<file path="config.mk">
export PLATFORM = sky130hd
export DESIGN_NAME = shift_serial
export DESIGN_NICKNAME = d
export VERILOG_FILES = /design/src/rtl/shift_serial.sv
export SDC_FILE = /design/constraint.sdc
export NUM_CORES = 1
export LEC_CHECK = 0
export ABC_AREA = 0
export BUFFER_PORTS_ARGS = -buffer_cell sky130_fd_sc_hd__buf_2
export CORE_ASPECT_RATIO = 1.2
export CORE_UTILIZATION = 54
export CTS_CLUSTER_DIAMETER = 60
export DETAILED_ROUTE_END_ITERATION = 6
export PLACE_DENSITY = 0.88
export REMOVE_ABC_BUFFERS = 1
export SETUP_SLACK_MARGIN = 0.4
export SYNTH_ARGS = -nofsm -noshare
export SYNTH_HDL_FRONTEND = slang
export SYNTH_SLANG_ARGS = --single-unit
</file>
<file path="constraint.sdc">
create_clock -name clk -period 1.85 [get_ports clk]
set_clock_uncertainty 0.05 [all_clocks]
set_input_delay 0.4625 -clock clk [delete_from_list [all_inputs] [get_ports clk]]
set_output_delay 0.4625 -clock clk [all_outputs]
set_load 0.02 [all_outputs]
</file>
<file path="src/rtl/shift_serial.sv">
// -----------------------------------------------------------------------------
// shift_serial
//   Multi-cycle shift unit: sequential counterpart of the single-cycle barrel
//   shifter, same op encoding (00/10 = SLL, 01 = SRL, 11 = SRA). A request is
//   accepted from IDLE or DONE, the operand shifts one bit per clock, and a
//   one-cycle done pulse marks a valid result. out holds until the next
//   request completes or reset.
//
//   Optional build macro: SHIFT_SERIAL_NIBBLE_EN
//     When defined, SHIFT steps by 4 bits while the remaining count is >= 4,
//     reducing latency; results are bit-identical to the default build.
//
// Ports:
//   clk     in   1   rising-edge clock
//   reset   in   1   synchronous, active-high reset (priority over start)
//   start   in   1   request strobe, ignored while busy
//   in      in  32   operand, latched on accept
//   amount  in   5   shift distance 0..31, latched on accept
//   op      in   2   operation, latched on accept
//   busy    out  1   high while shifting
//   done    out  1   one-cycle result-valid pulse
//   out     out 32   result, held until next completion
// -----------------------------------------------------------------------------
module shift_serial (
    input  logic        clk,
    input  logic        reset,
    input  logic        start,
    input  logic [31:0] in,
    input  logic [4:0]  amount,
    input  logic [1:0]  op,
    output logic        busy,
    output logic        done,
    output logic [31:0] out
);

    localparam int unsigned DATA_W = 32;
    localparam int unsigned AMT_W  = 5;

    typedef enum logic [1:0] {
        S_IDLE  = 2'd0,
        S_SHIFT = 2'd1,
        S_DONE  = 2'd2
    } state_t;

    state_t              r_state;
    state_t              w_state_nxt;
    logic [DATA_W-1:0]   r_sh;
    logic [DATA_W-1:0]   w_sh_nxt;
    logic [DATA_W-1:0]   w_sh_step;
    logic [DATA_W-1:0]   r_out;
    logic [DATA_W-1:0]   w_out_nxt;
    logic [AMT_W-1:0]    r_cnt;
    logic [AMT_W-1:0]    w_cnt_nxt;
    logic [AMT_W-1:0]    w_dec;
    logic [1:0]          r_op;
    logic [1:0]          w_op_nxt;
    logic                r_busy;
    logic                r_done;
    logic                w_accept;
    logic                w_nib;
    logic                w_last;
    logic                w_right;
    logic                w_fill;

    // A new request may be taken whenever no shift is in flight.
    assign w_accept = start && (r_state != S_SHIFT);

    // Step size selection: 4-bit steps only in the nibble build.
`ifdef SHIFT_SERIAL_NIBBLE_EN
    assign w_nib = (r_cnt >= AMT_W'(4));
`else
    assign w_nib = 1'b0;
`endif

    // Final step: a nibble step that exactly consumes count=4, or a unit step at count=1.
    assign w_last  = w_nib ? (r_cnt == AMT_W'(4)) : (r_cnt == AMT_W'(1));
    assign w_dec   = w_nib ? AMT_W'(4) : AMT_W'(1);

    // op[0] selects right shifts; SRA replicates the held sign bit, which
    // stays equal to the original in[31] for the whole operation.
    assign w_right = r_op[0];
    assign w_fill  = (r_op == 2'b11) && r_sh[DATA_W-1];

    // One shift step of the working register.
    always_comb begin
        w_sh_step = r_sh;
        if (w_nib) begin
            w_sh_step = w_right ? {{4{w_fill}}, r_sh[DATA_W-1:4]}
                                : {r_sh[DATA_W-5:0], 4'b0000};
        end else begin
            w_sh_step = w_right ? {w_fill, r_sh[DATA_W-1:1]}
                                : {r_sh[DATA_W-2:0], 1'b0};
        end
    end

    // Next-state and datapath update.
    always_comb begin
        w_state_nxt = r_state;
        w_sh_nxt    = r_sh;
        w_cnt_nxt   = r_cnt;
        w_op_nxt    = r_op;
        w_out_nxt   = r_out;

        case (r_state)
            S_SHIFT: begin
                w_sh_nxt  = w_sh_step;
                w_cnt_nxt = r_cnt - w_dec;
                if (w_last) begin
                    w_state_nxt = S_DONE;
                    w_out_nxt   = w_sh_step;
                end
            end
            S_IDLE, S_DONE: begin
                if (w_accept) begin
                    w_sh_nxt  = in;
                    w_cnt_nxt = amount;
                    w_op_nxt  = op;
                    if (amount == AMT_W'(0)) begin
                        w_state_nxt = S_DONE;
                        w_out_nxt   = in;
                    end else begin
                        w_state_nxt = S_SHIFT;
                    end
                end else begin
                    w_state_nxt = S_IDLE;
                end
            end
            default: begin
                w_state_nxt = S_IDLE;
            end
        endcase
    end

    // State and datapath registers; busy/done registered from the next state.
    always_ff @(posedge clk) begin
        if (reset) begin
            r_state <= S_IDLE;
            r_sh    <= '0;
            r_cnt   <= '0;
            r_op    <= '0;
            r_out   <= '0;
            r_busy  <= 1'b0;
            r_done  <= 1'b0;
        end else begin
            r_state <= w_state_nxt;
            r_sh    <= w_sh_nxt;
            r_cnt   <= w_cnt_nxt;
            r_op    <= w_op_nxt;
            r_out   <= w_out_nxt;
            r_busy  <= (w_state_nxt == S_SHIFT);
            r_done  <= (w_state_nxt == S_DONE);
        end
    end

    assign busy = r_busy;
    assign done = r_done;
    assign out  = r_out;

`ifdef FORMAL
    // Shadow copy of the accepted request for result checking.
    logic [DATA_W-1:0] r_f_in;
    logic [AMT_W-1:0]  r_f_amt;
    logic [DATA_W-1:0] w_f_ref;

    always_ff @(posedge clk) begin
        if (reset) begin
            r_f_in  <= '0;
            r_f_amt <= '0;
        end else if (w_accept) begin
            r_f_in  <= in;
            r_f_amt <= amount;
        end
    end

    always_comb begin
        case (r_op)
            2'b01:   w_f_ref = r_f_in >> r_f_amt;
            2'b11:   w_f_ref = DATA_W'($signed(r_f_in) >>> r_f_amt);
            default: w_f_ref = r_f_in << r_f_amt;
        endcase
    end

    always @(posedge clk) begin
        if (!reset) begin
            assert (!(r_busy && r_done));
            if (r_done) assert (r_out == w_f_ref);
        end
    end
`endif

endmodule

</file>
==> results.json <==
{
  "drive_gt1_frac": 0.317,
  "pin_count": 76,
  "synth_cell_type_count": 26,
  "routabilityCongestion": 0.874,
  "setup_viol": 0,
  "htree_levels": 3,
  "p_per_area_nw_per_um2": 902,
  "cts_made_buffers": 9,
  "clock.fmax_mhz": 556,
  "area_growth_pct": 35.1,
  "firstDrtPassIters": 6,
  "fin_area_um2": 4560,
  "wl_per_cell_um": 17.4,
  "ys_seq_area_frac": 0.445,
  "start_util": 0.558,
  "hp-class": "primary input to flop",
  "worstPathArrival_ns": 1.99,
  "grt_max_degree": 48,
  "routed_via_density": 5.79,
  "dieArea_um2": 6580,
  "grt_pass1_vias": 3194,
  "cp_top_family": "simple AND/OR/NAND/NOR gates",
  "finalNetCount": 569,
  "clk_latency_ns": 0.36,
  "ys_ff_latch": 75,
  "fin_crit_sh": 0.971,
  "setup_tns_ns": 0,
  "synth_ff_type": "dfxtp_1",
  "placed_area_um2": 3850,
  "max-slew-margin-rel": 0.700,
  "drt_iter0_markers": 366,
  "rows": 31,
  "clkTransAtPathRegs_ns": 0.08,
  "fp.dieH_um": 88.6,
  "grt_usage": 0.291,
  "synth_area_um2": 3380,
  "stdcell_count": 612,
  "root_buffer": "clkbuf_8",
  "netlist_instances": 445,
  "worstMarginPinSlew_ns": 0.450,
  "maxSlewViolCount": 0,
  "ys.warnings.count": 0,
  "status": "finished, final reports clean",
  "numClockSinks": 75,
  "ant_nets": 0,
  "fin_crit_ns": 1.80,
  "synthTopCellsByCount": "nand2_1, a21oi_1, dfxtp_1",
  "worstSetupEndpointType": "flop",
  "core_um2": 6050,
  "synth_top_area_share": 0.445,
  "vias": 3546,
  "synth_area_leaders": "dfxtp_1, nand2_1, a21oi_1",
  "cts_buffer_depth": 2,
  "vdd_drop_max_uv": 649,
  "crit_fanout": 17,
  "tritoncts": "yes",
  "wl_mm": 10.7,
  "crit_buf_inv": 1,
  "critPathSlowestCell": "or3b_2",
  "worst-setup-path-type": "flop to flop",
  "die_x_um": 74.2,
  "power_mw": 4.11,
  "antenna_found_initial": 0,
  "max-cap-violations": 0,
  "yosysTopAreaCell": "dfxtp_1",
  "avgSynthCellArea_um2": 7.59,
  "post-synth-top-count-cell": "nand2_1",
  "power_leakage_nw": 1.83,
  "synth-edff-count": 0,
  "n_antenna_cell": 0,
  "required_ns": 2.05,
  "ys_async_sr_fraction": 0,
  "finalHoldViolCount": 0,
  "drc": 0,
  "cp-start-kind": "flop",
  "portBuffers": 75,
  "dp_cells": 582,
  "path_cells": "or3b_2 -> o22a_4 -> buf_12 -> nand2_1 -> a21oi_2",
  "grt-ovfl-total": 0,
  "rsz0062_at_grt": "yes",
  "worst_path_largest_cell_delay_ns": 0.56,
  "hpwl_mm": 5.06,
  "grt_pass1_wl_mm": 14.2
}
## power by group
group	total, mW	switching, mW	internal (mW)	leakage (nW)
registers	1.82	0.100	1.72	0.615
logic	0.843	0.490	0.353	1.10
clock network	1.45	0.621	0.826	0.119
total	4.11	1.21	2.90	1.83
## stage by stage
| stage | hold slack [ns] | util | setup slack (ns) |
|---|---|---|---|
| after detailed placement | 0.391 | 0.636 | -0.249 |
| final | 0.281 | 0.754 | 0.0529 |
| after global placement | 0.386 | 0.636 | -0.162 |
| after CTS | 0.282 | 0.701 | 0.0419 |
| after floorplan | 0.381 | - | -1.37 |
| after global routing | 0.275 | 0.754 | 0.0000793 |
## flip-flops by register name, indices dropped and copies added (netlist names)
name / cells
r_op: 2
done: 1
r_state: 2
out: 32
busy: 1
r_sh: 32
r_cnt: 5
## timing repair
action / 4_1_cts / 5_1_grt
gates cloned: 4 / 5
endpoints found under the setup margin: 70 / 71
setup buffers: 2 / 3
hold buffers: 0 / 0
resized for setup: 23 / 44
pin swaps: 6 / 20
## layout make-up
| class | count | area, µm² |
|---|---|---|
| multi-input cells | 335 | 1910 |
| flip-flops and latches | 75 | 1510 |
| fillers | 413 | 1490 |
| repair buffers | 101 | 801 |
| clock buffers | 11 | 151 |
| well taps | 82 | 103 |
| clock inverters | 5 | 75.1 |
| inverters | 3 | 11.3 |
## worst min-delay path, stage by stage
cell and delay (ns):
buf_2 0.10, nand2_1 0.05, a21oi_1 0.05
## cell usage in the layout (no fill, tap or decap), types with 5 or more instances in the layout
cell type / Yosys / final
dfxtp_1: 75 / 71
nor2_1: 37 / 34
buf_12: 0 / 8
mux2i_1: 32 / 32
buf_4: 0 / 8
buf_2: 10 / 75
a21oi_2: 0 / 23
nand2_1: 133 / 124
clkbuf_8: 0 / 11
a21oi_1: 99 / 76
nand2_2: 0 / 7
o21ai_0: 5 / 5
## layer usage
metal	vias to the layer above	global-route usage	wire (µm)	part of all wire
li1	1650	-	-	-
met1	1640	0.333	4140	0.39
met2	215	0.479	5310	0.50
met3	41	0.0626	773	0.073
met4	0	0.201	425	0.040
met5	-	0	0	0
## logic make-up after synthesis
family / Yosys count / share of synthesized area
and+or+nand+nor: 185 / 0.221
AOI/OAI and AO/OA: 115 / 0.182
buffers and inverters: 36 / 0.0504
DFF: 75 / 0.445
muxes: 32 / 0.0949
adders and majority gates: 2 / 0.00741
## worst paths after layout
path	startpoint	to	slack [ns]	cells past startpoint
hold / removal	op[0]	r_op[0]$_SDFFE_PP0P_	0.28	3
setup / recovery	r_state[0]$_SDFF_PP0_	out[12]$_SDFFE_PP0P_	0.05	5
setup reg to reg	r_state[0]$_SDFF_PP0_	out[12]$_SDFFE_PP0P_	0.05	5
hold reg to reg	out[28]$_SDFFE_PP0P_	out[28]$_SDFFE_PP0P_	0.40	2
No activity file was read; power rests on OpenSTA's default activity.
